## config.mk

```make
export PLATFORM = sky130hd
export DESIGN_NAME = stream_packer
export DESIGN_NICKNAME = d
export VERILOG_FILES = /design/src/rtl/stream_packer.sv
export SDC_FILE = /design/constraint.sdc
export NUM_CORES = 1
export LEC_CHECK = 0
export CAP_MARGIN = 20
export CELL_PAD_IN_SITES_DETAIL_PLACEMENT = 0
export CELL_PAD_IN_SITES_GLOBAL_PLACEMENT = 1
export CORE_MARGIN = 5
export CORE_UTILIZATION = 44
export CTS_BUF_LIST = sky130_fd_sc_hd__clkbuf_4
export DETAILED_ROUTE_END_ITERATION = 12
export GPL_ROUTABILITY_DRIVEN = 0
export MAX_ROUTING_LAYER = met4
export PLACE_DENSITY = 0.92
export SLEW_MARGIN = 20
export SYNTH_ARGS = -nofsm -noshare
export SYNTH_HDL_FRONTEND = slang
export SYNTH_SLANG_ARGS = --single-unit
```

## constraint.sdc

```tcl
create_clock -name clk -period 2.7 [get_ports clk]
set_input_delay 0.675 -clock clk [delete_from_list [all_inputs] [get_ports clk]]
set_output_delay 0.675 -clock clk [all_outputs]
set_load 0.005 [all_outputs]
```

## src/rtl/stream_packer.sv

```systemverilog
// Narrow-to-wide stream packer: gathers RATIO beats (or fewer, closed by wlast)
// into one wide word with per-lane keep bits, behind a single output register.
module stream_packer #(
    parameter int DATA_WIDTH = 8,
    parameter int RATIO      = 4
) (
    input  logic                        clk,
    input  logic                        rst,
    input  logic [DATA_WIDTH-1:0]       wdata,
    input  logic                        wvalid,
    input  logic                        wlast,
    output logic                        wready,
    output logic [DATA_WIDTH*RATIO-1:0] rdata,
    output logic [RATIO-1:0]            rkeep,
    output logic                        rlast,
    output logic                        rvalid,
    input  logic                        rready
);

    localparam int CNT_W = $clog2(RATIO);
    localparam logic [CNT_W-1:0] CNT_MAX = CNT_W'(RATIO - 1);

    logic [DATA_WIDTH*RATIO-1:0] asm_data;
    logic [DATA_WIDTH*RATIO-1:0] merged_data;
    logic [RATIO-1:0]            asm_keep;
    logic [RATIO-1:0]            merged_keep;
    logic [CNT_W-1:0]            cnt;
    logic                        w_fire;
    logic                        r_fire;
    logic                        complete;

    // The output slot frees up whenever it is empty or being drained this cycle.
    assign wready   = ~rvalid | rready;
    assign w_fire   = wvalid & wready;
    assign r_fire   = rvalid & rready;
    assign complete = w_fire & ((cnt == CNT_MAX) | wlast);

    // NOTE: every always_comb output gets a full default first so no latch is inferred.
    always_comb begin
        merged_data = asm_data;
        merged_keep = asm_keep;
        merged_data[cnt*DATA_WIDTH +: DATA_WIDTH] = wdata;
        merged_keep[cnt] = 1'b1;
    end

    // NOTE: sequential state uses non-blocking assignments only, so every reader sees pre-edge values.
    always_ff @(posedge clk or negedge rst) begin
        if (!rst) begin
            asm_data <= '0;
            asm_keep <= '0;
            cnt      <= '0;
            rdata    <= '0;
            rkeep    <= '0;
            rlast    <= 1'b0;
            rvalid   <= 1'b0;
        end else begin
            if (r_fire) begin
                rvalid <= 1'b0;
            end
            // A completing beat overrides the drain, giving back-to-back words with no bubble.
            if (complete) begin
                rdata    <= merged_data;
                rkeep    <= merged_keep;
                rlast    <= wlast;
                rvalid   <= 1'b1;
                asm_data <= '0;
                asm_keep <= '0;
                cnt      <= '0;
            end else if (w_fire) begin
                asm_data <= merged_data;
                asm_keep <= merged_keep;
                cnt      <= cnt + 1'b1;
            end
        end
    end

endmodule

```

==> results of run 1 <==
==> sequential cells by signal, indices dropped and copies added (netlist names) <==
| register | count |
|---|---|
| cnt | 2 |
| asm_keep | 4 |
| asm_data | 32 |
| rlast | 1 |
| rdata | 32 |
| rvalid | 1 |
| rkeep | 4 |
==> cell families (layout without fill, tap and decap cells) <==
| kind of cell | count (synthesis) | count (layout) | synth area share, % |
|---|---|---|---|
| and+or+nand+nor | 64 | 64 | 11.89 |
| muxes | 1 | 1 | 0.3129 |
| AOI/OAI and AO/OA | 134 | 134 | 25.63 |
| DFF | 76 | 76 | 52.85 |
| adders and majority gates | 8 | 8 | 2.782 |
| buffers and inverters | 44 | 91 | 6.536 |
==> stage by stage <==
step	setup WS [ns]	power (mW)	area [µm²]	utilization (%)
6_report	0.2912	2.883	4265	52.71
5_1_grt	0.2436	3.055	4265	52.71
4_1_cts	0.2815	2.906	4265	52.71
3_5_place_dp	0.2788	2.337	4160	51.41
3_3_place_gp	0.2798	2.316	4160	51.41
2_1_floorplan	0.5180	1.877	3598	-
==> power groups by stage <==
| stage | Sequential [mW] | Combinational (mW) | Clock [mW] |
|---|---|---|---|
| CTS | 1.42 | 0.895 | 0.588 |
| floorplan | 1.44 | 0.435 | 0 |
| finish | 1.42 | 0.891 | 0.574 |
| global route | 1.44 | 0.975 | 0.636 |
| detailed placement | 1.45 | 0.891 | 0 |
| global placement | 1.44 | 0.876 | 0 |
==> final cells by class <==
class / instances / share of cell area [%]
well taps: 105 / 3.080
clock inverters: 5 / 0.7040
repair buffers: 64 / 14.43
clock buffers: 10 / 1.760
inverters: 12 / 1.056
flip-flops and latches: 76 / 44.59
multi-input cells: 207 / 34.38
==> synthesized netlist by cell type (all sizes together) <==
cell     instances
nor3b            9
a21oi           46
nand2b           3
dfrtp           76
o21ai            8
a211oi           1
ha               8
a32o             8
nand4bb          1
and2             1
and4             3
o32a             8
o211ai           4
and4b            1
nor3             2
nor2b           17
buf             27
mux2             1
a22o            26
nor2            10
inv             12
or2              1
and2b            8
nand3            1
a31oi           33
clkbuf           5
nand2            5
and4bb           2
==> metal layers <==
metal,up-vias,wire length (µm)
met2,84,4132
met4,0,259
met1,1421,4049
met5,-,0
li1,1310,-
met3,19,357
==> cell usage in the layout, fill, tap and decap left out, drive strengths merged <==
cell type,n
o21ai,8
nor3,2
mux2,1
nor2b,17
o211ai,4
nand2b,3
a211oi,1
inv,12
nand4bb,1
and2,1
clkdlybuf4s50,50
buf,14
ha,8
clkinvlp,1
a31oi,33
nand2,5
and4,3
clkbuf,10
a21oi,46
and2b,8
nand3,1
or2,1
a22o,26
clkinv,4
and4b,1
a32o,8
nor2,10
o32a,8
and4bb,2
dfrtp,76
nor3b,9
==> path summary, 6_finish.rpt <==
path                                end          from  depth (start not counted)
setup / recovery                 wready        rready                          4
hold / removal                 rkeep[1]           rst                          1
setup reg to reg            asm_data[7]        cnt[1]                          5
hold reg to reg            asm_data[16]  asm_data[16]                          1
max in group asynchronous     rdata[16]           rst                          2
min in group clk           asm_data[16]  asm_data[16]                          1
==> results.sh, run 1 <==
export IMPL_outcome="completed"
export IMPL_p_leak_nw=1.806
export IMPL_final_layout_size_suffix_gt1_share_pct=10.70
export IMPL_p_int_mw=1.968
export IMPL_fp_dieH_um=100.4
export IMPL_max_freq_ghz=0.4151
export IMPL_busiest_layer="met2"
export IMPL_vias=2834
export IMPL_yosysUniqueCellTypes=38
export IMPL_required_ns=2.03
export IMPL_crit_buf_inv=3
export IMPL_cts_tree="done"
export IMPL_grtUsageMet2_pct=27.47
export IMPL_post_cts_buffers=0
export IMPL_fin_hold_ws_ns=0.2290
export IMPL_rows=33
export IMPL_drt_iter0_drc=270
export IMPL_wl_per_cell_um=18.37
export IMPL_ys_seq_area_share_pct=52.85
export IMPL_cts_made_buffers=9
export IMPL_root_buffer="clkbuf_4"
export IMPL_hp_class="primary input to async pin"
export IMPL_synth_area_leaders="dfrtp_1 53%, a21oi_1 6.4%, a22o_1 6.3%"
export IMPL_yosysTopAreaCell="dfrtp_1"
export IMPL_cp_slowest_cell="clkdlybuf4s50_1"
export IMPL_maxSlewHeadroom_pct=62.70
export IMPL_ir_worst_vdd_mv=0.2729
export IMPL_die_x_um=100.4
export IMPL_synth_avg_cell_area_um2=11.00
export IMPL_start_util_pct=44.47
export IMPL_die_area_um2=10090
export IMPL_synth_top_cell_area_share_pct=52.85
export IMPL_setup_violations=0
export IMPL_finalClockSkew_ns=0.02008
export IMPL_arrival_ns=1.73
export IMPL_filler_cell_count=743
export IMPL_ios=52
export IMPL_fin_crit_ns=2.409
export IMPL_clkSinkCount=76
export IMPL_multi_input_area_um2=1466
export IMPL_gr_total_overflow=0
export IMPL_switchingPower_mw=0.9150
export IMPL_antenna_found_initial=0
export IMPL_area_growth_syn_to_layout_pct=18.53
export IMPL_maxCapViolCount=0
export IMPL_ys_ff_latch=76
export IMPL_met1_usage_pct=26.85
export IMPL_clockBufferDepth=2
export IMPL_end_kind="output pin"
export IMPL_timing_final_max_slew_violations=0
export IMPL_insertion_delay_ns=0.41
export IMPL_critPathMaxFanout=2
export IMPL_port_buffers=51
export IMPL_critPathTopFamily="buffers and inverters"
export IMPL_syn_inst=327
export IMPL_diodes=0
export IMPL_grt_usage_pct=19.11
export IMPL_critPathMaxStageDelay_ns=0.49
export IMPL_crit_chain="clkdlybuf4s50_1 > nor2b_2 > inv_2 > clkdlybuf4s50_1"
export IMPL_p_clk_share_pct=19.9
export IMPL_drc=0
export IMPL_fp_coreArea_um2=8093
export IMPL_post_route_period_util_pct=89.22
export IMPL_fin_tns_setup_ns=0
export IMPL_reg2reg_slack_ns=0.44
export IMPL_clk_pin_slew_ns=0.12
export IMPL_nNetsFinal=391
export IMPL_ant_nets=0
export IMPL_tightest_slew_ns=0.5595
export IMPL_place_inst=464
export IMPL_crit_top_cell="clkdlybuf4s50_1"
export IMPL_hpwlAfterDp_mm=6.025
export IMPL_seq_area_um2=1902
export IMPL_path_class="primary input to output pin"
export IMPL_grt_pass1_wl_mm=14.86
export IMPL_grt_start_max_net_pins=42
export IMPL_vias_per_cell=5.916
export IMPL_p_seq_share_pct=49.2
export IMPL_rsz0062_at_grt="no"
export IMPL_htree_num_levels=3
export IMPL_switching_share_pct=31.74
export IMPL_cts_hold_buf=0
export IMPL_drt_first_pass_iters=4
export IMPL_netlist_area_um2=3598
export IMPL_synth_warnings=0
export IMPL_routed_wl_mm=8.798
export IMPL_cp_start_kind="primary input"
export IMPL_met3_usage_pct=2.780
export IMPL_ctsResizeCount=0
export IMPL_grt_pass1_vias=2899
export IMPL_synth_nets=348
export IMPL_finalHoldViolCount=0
export IMPL_power_density_nw_per_um2=675.8
export IMPL_pwr_share_comb_pct=30.9
export IMPL_layout_cells_non_filler=479
No activity file was read; power rests on OpenSTA's default activity.
==> run 2: changes to the inputs <==
--- a/config.mk
+++ b/config.mk
@@ -16,5 +16,4 @@
 export MAX_ROUTING_LAYER = met4
 export PLACE_DENSITY = 0.92
-export SLEW_MARGIN = 20
 export SYNTH_ARGS = -nofsm -noshare
 export SYNTH_HDL_FRONTEND = slang
==> constraint.sdc (replaced) <==
create_clock -name clk -period 2.7 [get_ports clk]
set_input_delay 0.675 -clock clk [delete_from_list [all_inputs] [get_ports clk]]
set_output_delay 0.675 -clock clk [all_outputs]
set_load 0.1 [all_outputs]
==> run 2 against run 1 <==
Compared with the run above: die area did not move; routed wire length is 0.33% lower; count of clock-buffer cells in the layout shrank 1; critical path depth is the same; global-route usage is essentially flat.
==> results.sh, run 2 (synthesis gave the netlist of run 1 again) <==
export IMPL_reg2reg_slack_ns=0.56
export IMPL_clockBufferDepth=2
export IMPL_hpwlAfterDp_mm=5.920
export IMPL_grt_start_max_net_pins=77
export IMPL_max_freq_ghz=0.4645
export IMPL_setup_violations=0
export IMPL_fin_tns_setup_ns=0
export IMPL_pre_cts_ws_ns=0.4157
export IMPL_port_buffers=51
export IMPL_maxCapViolCount=0
export IMPL_ios=52
export IMPL_clkSinkCount=76
export IMPL_vias_per_cell=5.854
export IMPL_setup_ws_ns=0.5471
export IMPL_ir_worst_vdd_mv=0.5413
export IMPL_nNetsFinal=392
export IMPL_fin_hold_ws_ns=0.2268
export IMPL_path_class="primary input to output pin"
export IMPL_vias=2816
export IMPL_post_route_period_util_pct=79.74
export IMPL_grt_usage_pct=19.13
export IMPL_total_power_mw=4.230
export IMPL_outcome="completed"
export IMPL_cts_hold_buf=0
export IMPL_start_util_pct=44.47
export IMPL_critPathTopFamily="buffers and inverters"
export IMPL_layout_cells_non_filler=481
export IMPL_root_buffer="clkbuf_4"
export IMPL_fin_crit_ns=2.153
export IMPL_drt_iter0_drc=121
export IMPL_filler_cell_count=746
export IMPL_required_ns=2.03
export IMPL_r2r_end="asm_data[17]"
export IMPL_post_cts_buffers=0
export IMPL_hp_class="primary input to async pin"
export IMPL_ff2ff_path_depth=5
export IMPL_cp_slowest_cell="clkdlybuf4s50_1"
export IMPL_cts_tree="done"
export IMPL_timing_final_max_slew_violations=0
export IMPL_maxSlewHeadroom_pct=67.37
export IMPL_r2r_start="cnt[1]"
export IMPL_layout_common_cells="76 x dfrtp_1, 51 x buf_4, 46 x a21oi_1"
export IMPL_wl_per_cell_um=18.23
export IMPL_fp_coreArea_um2=8093
export IMPL_fp_dieH_um=100.4
export IMPL_end_kind="output pin"
export IMPL_critPathMaxStageDelay_ns=0.41
export IMPL_arrival_ns=1.48
export IMPL_finalClockSkew_ns=0.02454
export IMPL_die_x_um=100.4
export IMPL_rows=33
export IMPL_grt_pass1_vias=2762
export IMPL_critPathMaxFanout=3
export IMPL_rsz0062_at_grt="no"
export IMPL_cts_made_buffers=9
export IMPL_place_inst=465
export IMPL_final_layout_size_suffix_gt1_share_pct=21.81
export IMPL_grt_pass1_wl_mm=14.66
export IMPL_p_leak_nw=1.887
export IMPL_routed_wl_mm=8.769
export IMPL_die_area_um2=10090
export IMPL_ctsResizeCount=0
export IMPL_crit_chain="clkdlybuf4s50_1 > nor2b_2 > inv_2 > buf_12"
export IMPL_tightest_slew_ns=0.4876
export IMPL_crit_buf_inv=3
export IMPL_diodes=0
export IMPL_power_density_nw_per_um2=989.9
export IMPL_insertion_delay_ns=0.45
export IMPL_htree_num_levels=3
export IMPL_area_growth_syn_to_layout_pct=18.74
export IMPL_ant_nets=0
export IMPL_mostFrequentLayoutCell="dfrtp_1"
export IMPL_gr_total_overflow=0
export IMPL_clk_pin_slew_ns=0.14
export IMPL_antenna_found_initial=0
export IMPL_drt_first_pass_iters=4
export IMPL_cp_start_kind="primary input"
export IMPL_drc=0
export IMPL_finalHoldViolCount=0
export IMPL_reg_top3="asm_data: 32 flops, rdata: 32 flops"
-- run 2: cell types whose count changed in the layout (fill, tap and decap cells not counted), sizes merged --
cell,before,now
clkinv,4,0
bufinv,0,3
clkinvlp,1,2
clkbuf,10,9
inv,12,14
buf,14,54
clkdlybuf4s50,50,11
-- run 2: final cells by class --
| type | count | area (µm²) | share of cell area (%) |
|---|---|---|---|
| clock buffer | 9 | 67.56 | 1.581 |
| multi-input combinational | 207 | 1466 | 34.32 |
| timing repair buffer | 65 | 538.0 | 12.59 |
| sequential | 76 | 1902 | 44.51 |
| clock inverter | 7 | 122.6 | 2.870 |
| inverter | 12 | 45.04 | 1.054 |
| tap | 105 | 131.4 | 3.075 |
-- run 2: metrics by stage --
| stage | util, % | cell area [µm²] |
|---|---|---|
| after floorplan | - | 3598 |
| after global routing | 52.80 | 4273 |
| after CTS | 52.80 | 4273 |
| after detailed placement | 50.45 | 4083 |
| after global placement | 50.45 | 4083 |
| final | 52.80 | 4273 |
-- run 2: metal layers --
layer  wire [µm]  GRT usage (%)
met5           0              -
met4         131          8.497
met3         514          2.710
met2        4200          27.37
met1        3923          27.06
-- run 2: power by group --
| part | internal [mW] | switching [mW] | leakage (nW) |
|---|---|---|---|
| logic | 0.420 | 1.48 | 0.820 |
| registers | 1.31 | 0.107 | 0.974 |
| clock network | 0.474 | 0.433 | 0.0932 |
-- run 2: how the worst max path moves through the flow --
stage | from | to | slack [ns] | cells after the start
finish | rready | wready | 0.55 | 4
global placement | wlast | asm_data[30] | 0.48 | 5
CTS | rready | wready | 0.54 | 4
floorplan | rvalid | wready | 0.15 | 4
global route | cnt[1] | asm_data[17] | 0.41 | 5
detailed placement | wlast | asm_data[28] | 0.42 | 5
==> run 3: changes to the inputs <==
Settings changed: CORE_UTILIZATION 44 to 40, PLACE_DENSITY 0.92 to 0.89.
Clock period 2.7 ns to 1.82 ns, I/O delays scaled along.
==> run 3 against run 2 <==
Compared with the run above: final cell count increased by 6.4%; global-route usage decreased by 0.44 points; combinational power increased by 86%; clock skew decreased by 0.012 ns; first-iteration DRC count increased by 9.9%; die area increased by 9.0%; flip-flop and latch count unchanged; highest routed layer unchanged.
==> results.sh, run 3 (synthesis gave the netlist of run 1 again) <==
export IMPL_wl_per_cell_um=18.56
export IMPL_reg_top3="asm_data: 32 flops, rdata: 32 flops"
export IMPL_rsz0062_at_grt="no"
export IMPL_drt_iter0_drc=133
export IMPL_insertion_delay_ns=0.41
export IMPL_dpl_instance_area_um2=4830
export IMPL_cts_hold_buf=0
export IMPL_layout_common_cells="74 x dfrtp_1, 46 x a21oi_1, 43 x buf_12"
export IMPL_layout_cells_non_filler=512
export IMPL_cts_tree="done"
export IMPL_p_leak_nw=2.180
export IMPL_drc=0
export IMPL_setup_violations=0
export IMPL_finalClockSkew_ns=0.01258
export IMPL_htree_num_levels=3
export IMPL_grt_usage_pct=18.69
export IMPL_r2r_end="rdata[16]"
export IMPL_outcome="completed"
export IMPL_ff2ff_path_depth=7
export IMPL_fin_hold_ws_ns=0.05963
export IMPL_die_x_um=104.8
export IMPL_mostFrequentLayoutCell="dfrtp_1"
export IMPL_finalHoldViolCount=0
export IMPL_ios=52
export IMPL_final_area_um2=4971
export IMPL_die_area_um2=10990
export IMPL_drt_first_pass_iters=4
export IMPL_clkSinkCount=76
export IMPL_clk_pin_slew_ns=0.12
export IMPL_power_density_nw_per_um2=1325
export IMPL_nNetsFinal=422
export IMPL_fp_coreArea_um2=8763
export IMPL_gr_total_overflow=0
export IMPL_port_buffers=51
export IMPL_cts_made_buffers=9
export IMPL_max_freq_ghz=0.5686
export IMPL_grt_pass1_vias=3192
export IMPL_final_layout_size_suffix_gt1_share_pct=29.21
export IMPL_start_util_pct=41.06
export IMPL_ant_nets=0
export IMPL_fp_dieH_um=104.8
export IMPL_ir_worst_vdd_mv=0.6837
export IMPL_root_buffer="clkbuf_4"
export IMPL_diodes=0
export IMPL_grt_pass1_wl_mm=16.22
export IMPL_r2r_start="cnt[0]"
export IMPL_area_growth_syn_to_layout_pct=38.14
export IMPL_cp_start_kind="flip-flop"
export IMPL_arrival_ns=1.30
export IMPL_critPathMaxFanout=2
export IMPL_vias_per_cell=5.813
export IMPL_timing_final_max_slew_violations=0
export IMPL_tightest_slew_ns=0.4015
export IMPL_path_class="flip-flop to output pin"
export IMPL_maxSlewHeadroom_pct=73.23
export IMPL_vias=2976
export IMPL_fin_crit_ns=1.759
export IMPL_hpwlAfterDp_mm=6.722
export IMPL_grt_start_max_net_pins=77
export IMPL_clockBufferDepth=2
export IMPL_end_kind="output pin"
export IMPL_rows=34
export IMPL_hp_class="primary input to async pin"
export IMPL_routed_wl_mm=9.501
export IMPL_reg2reg_slack_ns=0.10
export IMPL_place_inst=496
export IMPL_required_ns=1.36
export IMPL_maxCapViolCount=0
export IMPL_post_route_period_util_pct=96.64
export IMPL_antenna_found_initial=0
## run 3: changes by cell type in the layout (fill, tap and decap cells not counted), moves of 2 or more
cell       change
inv_6          -2
bufinv_16      -3
and4_1         -2
buf_12        +41
buf_4         -11
nor3b_1        -2
clkinv_2       +3
dfrtp_1        -2
nor3b_2        +2
and4_2         +2
## run 3: routing by layer
layer | up-vias | GRT usage (%) | wire length [µm]
met1 | 1487 | 24.11 | 4038
met5 | - | - | 0
met2 | 105 | 28.69 | 4639
met3 | 21 | 3.822 | 536
met4 | 0 | 7.945 | 286
li1 | 1363 | - | -
## run 3: how the worst max path moves through the flow
stage,start,end,slack (ns),cells past startpoint
after CTS,rvalid,wready,0.02,3
after global routing,rvalid,wready,0.005,3
after global placement,wlast,asm_data[7],-0.11,5
after floorplan,cnt[0],asm_data[0],-0.12,8
final,rvalid,wready,0.06,3
after detailed placement,wlast,asm_data[7],-0.15,5
## run 3: repair_timing
item                       4_1_cts  5_1_grt
buffers inserted                 1        1
gates cloned                     0        0
gates resized for setup          2        7
setup endpoints to repair        9       30
## run 3: worst max-delay path, stage by stage, from the launching register on
cell,delay (ns)
dfrtp_4,0.49
nor2b_2,0.18
inv_4,0.06
buf_12,0.16
## run 3: report_power, final
group          switching [mW]  internal [mW]  total (mW)
combinational            2.25           1.28        3.53
sequential              0.280           1.95        2.23
clock                   0.555          0.271       0.826
## run 3: cell type report
cell class | instances | area, µm²
clock buffers | 10 | 75.07
clock inverters | 4 | 18.77
fillers | 764 | 3792
inverters | 12 | 51.30
multi-input cells | 207 | 1508
flip-flops and latches | 76 | 1907
well taps | 108 | 135.1
repair buffers | 95 | 1276
## run 3: per-stage QoR
stage | total power, mW | TNS [ns] | setup WS [ns] | util, %
global placement | 5.727 | -4.302 | -0.1141 | 55.11
finish | 6.586 | 0 | 0.06123 | 56.72
global route | 6.861 | 0 | 0.005010 | 56.72
CTS | 6.614 | 0 | 0.01765 | 56.33
detailed placement | 5.789 | -6.391 | -0.1528 | 55.11
floorplan | 4.351 | -3.076 | -0.1228 | -
==> RTL change 1: new RTL, flow settings as in run 3 <==
Make the reset (`rst`) synchronous in one clocked block.
--- a/src/rtl/stream_packer.sv
+++ b/src/rtl/stream_packer.sv
@@ -44,7 +44,7 @@
     end
 
     // NOTE: sequential state uses non-blocking assignments only, so every reader sees pre-edge values.
-    always_ff @(posedge clk or negedge rst) begin
+    always_ff @(posedge clk) begin
         if (!rst) begin
             asm_data <= '0;
             asm_keep <= '0;
Check against the original RTL: differs if rst is asserted again (counterexample within 4 cycles, from zero or initial values and one cycle with rst low); with rst held inactive, the same outputs for 10 cycles.
==> RTL change 1 against run 3 <==
- clock skew grew 0.0017 ns
- worst setup slack lost 0.017 ns
- routed wire length shrank 9.4%
- final area shrank 7.6%
- non-clock buffer count shrank 5
- sequential cell count is the same
- area after synthesis shrank 15%
Power is not compared: it rests on default switching activity, and its combinational part moved more than twofold at a synthesized area within 25%.
==> RTL change 1: results (changes against run 3) <==
{
  "run_status": {
    "outcome": "completed"
  },
  "timing": {
    "hold_ws": {"value": 0.463, "unit": "ns", "change": "+0.403 ns"},
    "final_min_period_over_clock_period": {"value": 97.5, "unit": "%", "change": "+0.91 points"},
    "fin_skew": {"value": 0.0142, "unit": "ns", "change": "+0.00166 ns"},
    "worstMarginPinSlew": {"value": 0.492, "unit": "ns", "change": "+0.0908 ns"}
  },
  "cts": {
    "clock_insertion_delay_worst_skew_ns": 0.42,
    "tritoncts": "done"
  },
  "pwr": {
    "leakage_nw": 1.81
  },
  "drt": {
    "first_iter_violations": {"value": 143, "change": "+7.5%"},
    "firstDrtPassIters": {"value": 4, "change": "unchanged"},
    "wirelength": {"value": 8610, "unit": "µm", "change": "-9.4%"},
    "vias_per_cell": {"value": 5.61, "change": "-3.5%"}
  },
  "synth": {
    "synth_nets": {"value": 361, "change": "+3.7%"},
    "synth.top_cells.by_area": "sky130_fd_sc_hd__dfxtp_1 (50%), sky130_fd_sc_hd__a221oi_1 (9.2%), sky130_fd_sc_hd__nor2_1 (8.2%), sky130_fd_sc_hd__o21ai_0 (4.9%), sky130_fd_sc_hd__a22oi_1 (3.4%)",
    "post_synth_num_cell_types": {"value": 36, "change": "-5.3%"},
    "postSynth.asyncResetShare": {"value": 0, "unit": "%", "change": "-100 points"},
    "synth_edf_count": {"value": 0, "change": "unchanged"},
    "synth_sequential_area_ratio": {"value": 49.7, "unit": "%", "change": "-3.1 points"},
    "synth_top_cells_by_count": "sky130_fd_sc_hd__dfxtp_1 (76), sky130_fd_sc_hd__nor2_1 (67), sky130_fd_sc_hd__a221oi_1 (32)"
  },
  "global_route": {
    "grtUsageMet3": {"value": 5.46, "unit": "%", "change": "+1.6 points"},
    "m2_gr_usage": {"value": 29.3, "unit": "%", "change": "+0.57 points"},
    "global_route.usage.met1": {"value": 24.2, "unit": "%", "change": "+0.12 points"},
    "largest_net_degree_at_the_start_of_global_routing": {"value": 38, "change": "-51%"},
    "grt_first_pass_wirelength": {"value": 14600, "unit": "µm", "change": "-10%"},
    "global_route.usage.total": {"value": 19.4, "unit": "%", "change": "+0.76 points"},
    "number_of_global_route_vias_before_repair": {"value": 2891, "change": "-9.4%"}
  },
  "setup_path": {
    "timing.critical_path.arrival": {"value": 2.09, "unit": "ns", "change": "+0.79 ns"},
    "critical_path_peak_fanout": {"value": 20, "change": "+18"},
    "critical-path-max-stage-delay": {"value": 0.39, "unit": "ns", "change": "-0.10 ns"},
    "r2r_setup_slack": {"value": 0.04, "unit": "ns", "change": "-0.06 ns"},
    "critical_path.slowest_cell": "sky130_fd_sc_hd__dfxtp_4"
  },
  "place": {
    "hpwlAfterDp": {"value": 6030, "unit": "µm", "change": "-10%"},
    "post-place-ws": {"value": -0.377, "unit": "ns", "change": "-0.224 ns"}
  },
  "final_layout": {
    "drive_above_1_share": {"value": 30.5, "unit": "%", "change": "+1.2 points"},
    "nNetsFinal": {"value": 433, "change": "+2.6%"},
    "final.fill_count": {"value": 592, "change": "-23%"}
  },
  "min_path": {
    "hold_path.class": "register to register"
  }
}
RTL change 1: worst paths after layout:
check	startpoint	end	cells after the start
max	cnt[0]	rdata[4]	7
min	asm_data[3]	asm_data[3]	2
max reg2reg	cnt[0]	rdata[4]	7
min reg2reg	asm_data[3]	asm_data[3]	2
RTL change 1: what timing repair did:
item / 4_1_cts / 5_1_grt
gates cloned: 0 / 0
endpoints found under the setup margin: 25 / 28
pin swaps: 3 / 2
resized for setup: 10 / 17
buffers inserted: 1 / 1
RTL change 1: critical path, delay by kind of cell, from the launching register on:
family / cells / cell delay [ns]
compound gates: 1 / 0.28
buf+inv: 2 / 0.30
simple gates: 3 / 0.52
flops: 1 / 0.39
fa+ha+maj: 1 / 0.18
RTL change 1: through the flow:
step / instances / power (W) / instance area [µm²]
6_report: 516 / 0.00408 / 4600
3_5_place_dp: 498 / 0.00293 / 4300
5_1_grt: 516 / 0.00425 / 4600
2_1_floorplan: 340 / 0.00249 / 3100
4_1_cts: 515 / 0.00409 / 4500
3_3_place_gp: 498 / 0.00291 / 4300
RTL change 1: layout make-up:
class	count	share of cell area, %
timing repair buffer	90	27.0
sequential	76	33.3
tap	99	2.70
clock inverter	5	1.63
inverter	8	0.871
clock buffer	11	1.80
multi-input combinational	227	32.7
RTL change 1: cell families after synthesis:
| kind of cell | share of synthesized area, % |
|---|---|
| AOI/OAI and AO/OA | 23.7 |
| and+or+nand+nor | 17.7 |
| buffers and inverters | 5.36 |
| DFF | 49.7 |
| adders and majority gates | 3.27 |
| xor gates and xnor gates | 0.286 |
RTL change 1: per-layer routing:
layer	routed length, µm	up-vias
li1	-	1386
met1	3670	1382
met2	4090	107
met5	0	-
met3	640	20
met4	201	0
RTL change 1: where the power goes:
| part | total [W] | switching, W | internal [W] |
|---|---|---|---|
| Clock | 0.00116 | 0.000576 | 0.000583 |
| Combinational | 0.00112 | 0.000711 | 0.000404 |
| Sequential | 0.00180 | 0.0000675 | 0.00173 |
| Total | 0.00408 | 0.00135 | 0.00272 |
==> RTL change 2: new RTL, config.mk and constraints of run 3 <==
Made on the original files. Set the parameter `RATIO` to 8 (it was 4).
--- a/src/rtl/stream_packer.sv
+++ b/src/rtl/stream_packer.sv
@@ -2,7 +2,7 @@
 // into one wide word with per-lane keep bits, behind a single output register.
 module stream_packer #(
     parameter int DATA_WIDTH = 8,
-    parameter int RATIO      = 4
+    parameter int RATIO      = 8
 ) (
     input  logic                        clk,
     input  logic                        rst,
Ports: changed (resized rdata and rkeep); port bits go from 52 to 88. The function was not compared with the original's and may differ.
==> RTL change 2 against run 3 <==
- the run now ends with negative setup slack left
- clock power rose to 2.5 times the old value
- register-to-register slack worse by 0.47 ns
- first-iteration DRC count rose to 6.1 times the old value
- area after synthesis up 80%
- total power up 97%
- synthesized cell count up 94%
- final area up 130%
- combinational power up 88%
- worst setup slack worse by 0.44 ns
- sequential cell count up 73
- routed wire length rose to 2.8 times the old value
- utilization up 16 points
- largest cell class is now multi-input gates
- largest power group unchanged
==> RTL change 2: results (changes against run 3) <==
{
  "setup_path": {
    "worst_reg_to_reg_path_cell_count": {"value": 11, "change": "+4"},
    "timing.critical_path.arrival": {"value": 2.65, "unit": "ns", "change": "+1.35 ns"},
    "critPathCapture": "rdata[3]"
  },
  "synth": {
    "postSynthCellCount": {"value": 636, "change": "+94%"},
    "synth_sequential_area_ratio": {"value": 57.7, "unit": "%", "change": "+4.8 points"},
    "synth_top_cells_by_count": "sky130_fd_sc_hd__dfrtp_1 (149), sky130_fd_sc_hd__nand2_1 (108), sky130_fd_sc_hd__nor2_1 (66)"
  },
  "timing": {
    "fin_skew": {"value": 0.0347, "unit": "ns", "change": "+0.0222 ns"},
    "final.setup.worst_slack": {"value": -0.374, "unit": "ns", "change": "-0.435 ns"},
    "fin_tns_setup": {"value": -38.88, "unit": "ns", "change": "-38.88 ns"},
    "finalSetupViolations": {"value": 147, "change": "+147"},
    "hold_ws": {"value": 0.315, "unit": "ns", "change": "+0.255 ns"}
  },
  "place": {
    "placed_cells": {"value": 970, "change": "+96%"},
    "portBuffers": {"value": 87, "change": "+71%"},
    "detailed_place.area": {"value": 9060, "unit": "µm²", "change": "+88%"},
    "hpwlAfterDp": {"value": 13000, "unit": "µm", "change": "+93%"},
    "post-place-ws": {"value": -0.376, "unit": "ns", "change": "-0.223 ns"}
  },
  "cts": {
    "cts_repair_resized_insts": {"value": 179, "change": "+177"},
    "holdBufCountCts": {"value": 1, "change": "+1"},
    "clock_insertion_delay_worst_skew": {"value": 0.61, "unit": "ns", "change": "+0.20 ns"},
    "clk_transition_reported_paths": {"value": 0.14, "unit": "ns", "change": "+0.02 ns"},
    "htree_levels": {"value": 4, "change": "+1"},
    "clock-sinks": {"value": 149, "change": "+96%"}
  },
  "final_layout": {
    "signal_buffers": {"value": 219, "change": "+130%"},
    "seq_share": {"value": 32.3, "unit": "%", "change": "-6.1 points"},
    "number_of_combinational_gates_with_multiple_inputs": {"value": 429, "change": "+110%"},
    "biggestRegsByFlops": "asm_data (64), rdata (64)",
    "n_antenna_cell": {"value": 1, "change": "+1"},
    "multi_input_area_share": {"value": 33.9, "unit": "%", "change": "+3.6 points"},
    "nNetsFinal": {"value": 838, "change": "+99%"}
  },
  "drt": {
    "dr_wl_met2": {"value": 13000, "unit": "µm", "change": "+180%"},
    "firstDrtPassIters": {"value": 5, "change": "+1"},
    "vias_per_cell": {"value": 6.15, "change": "+5.7%"},
    "drt-met1-wl": {"value": 9660, "unit": "µm", "change": "+140%"}
  },
  "global_route": {
    "global_route.usage.met1": {"value": 33.1, "unit": "%", "change": "+9.0 points"},
    "largest_net_degree_at_the_start_of_global_routing": {"value": 38, "change": "-51%"}
  },
  "run_status": {
    "outcome": "finished, violations left",
    "violations_in_the_final_reports": "negative setup slack"
  },
  "pwr": {
    "vdd_drop_max": {"value": 667, "unit": "µV", "change": "-2.4%"},
    "leakage": {"value": 4.73, "unit": "nW", "change": "+120%"}
  }
}
RTL change 2: changes by cell type in the layout (fill, tap and decap cells not counted), sizes merged, moves of 13 or more:
cell	change
a21oi	+18
a32o	+13
buf	+121
dfrtp	+73
mux2i	+17
nand2	+103
nor2	+59
nor2b	-14
o21ai	+33
RTL change 2: power groups by stage:
stage	Clock, W	Combinational (W)	Sequential [W]
after detailed placement	0	0.00526	0.00418
after global placement	0	0.00517	0.00415
final	0.00210	0.00662	0.00425
after CTS	0.00203	0.00599	0.00416
after global routing	0.00223	0.00679	0.00428
after floorplan	0	0.00115	0.00605
RTL change 2: kinds of logic after synthesis:
group           count (synthesis)  share of synthesized area [%]
compound gates                194                           20.0
simple gates                  213                           14.7
flops                         149                           57.7
mux                            17                           2.63
buf+inv                        58                           4.05
fa+ha+maj                       5                          0.968
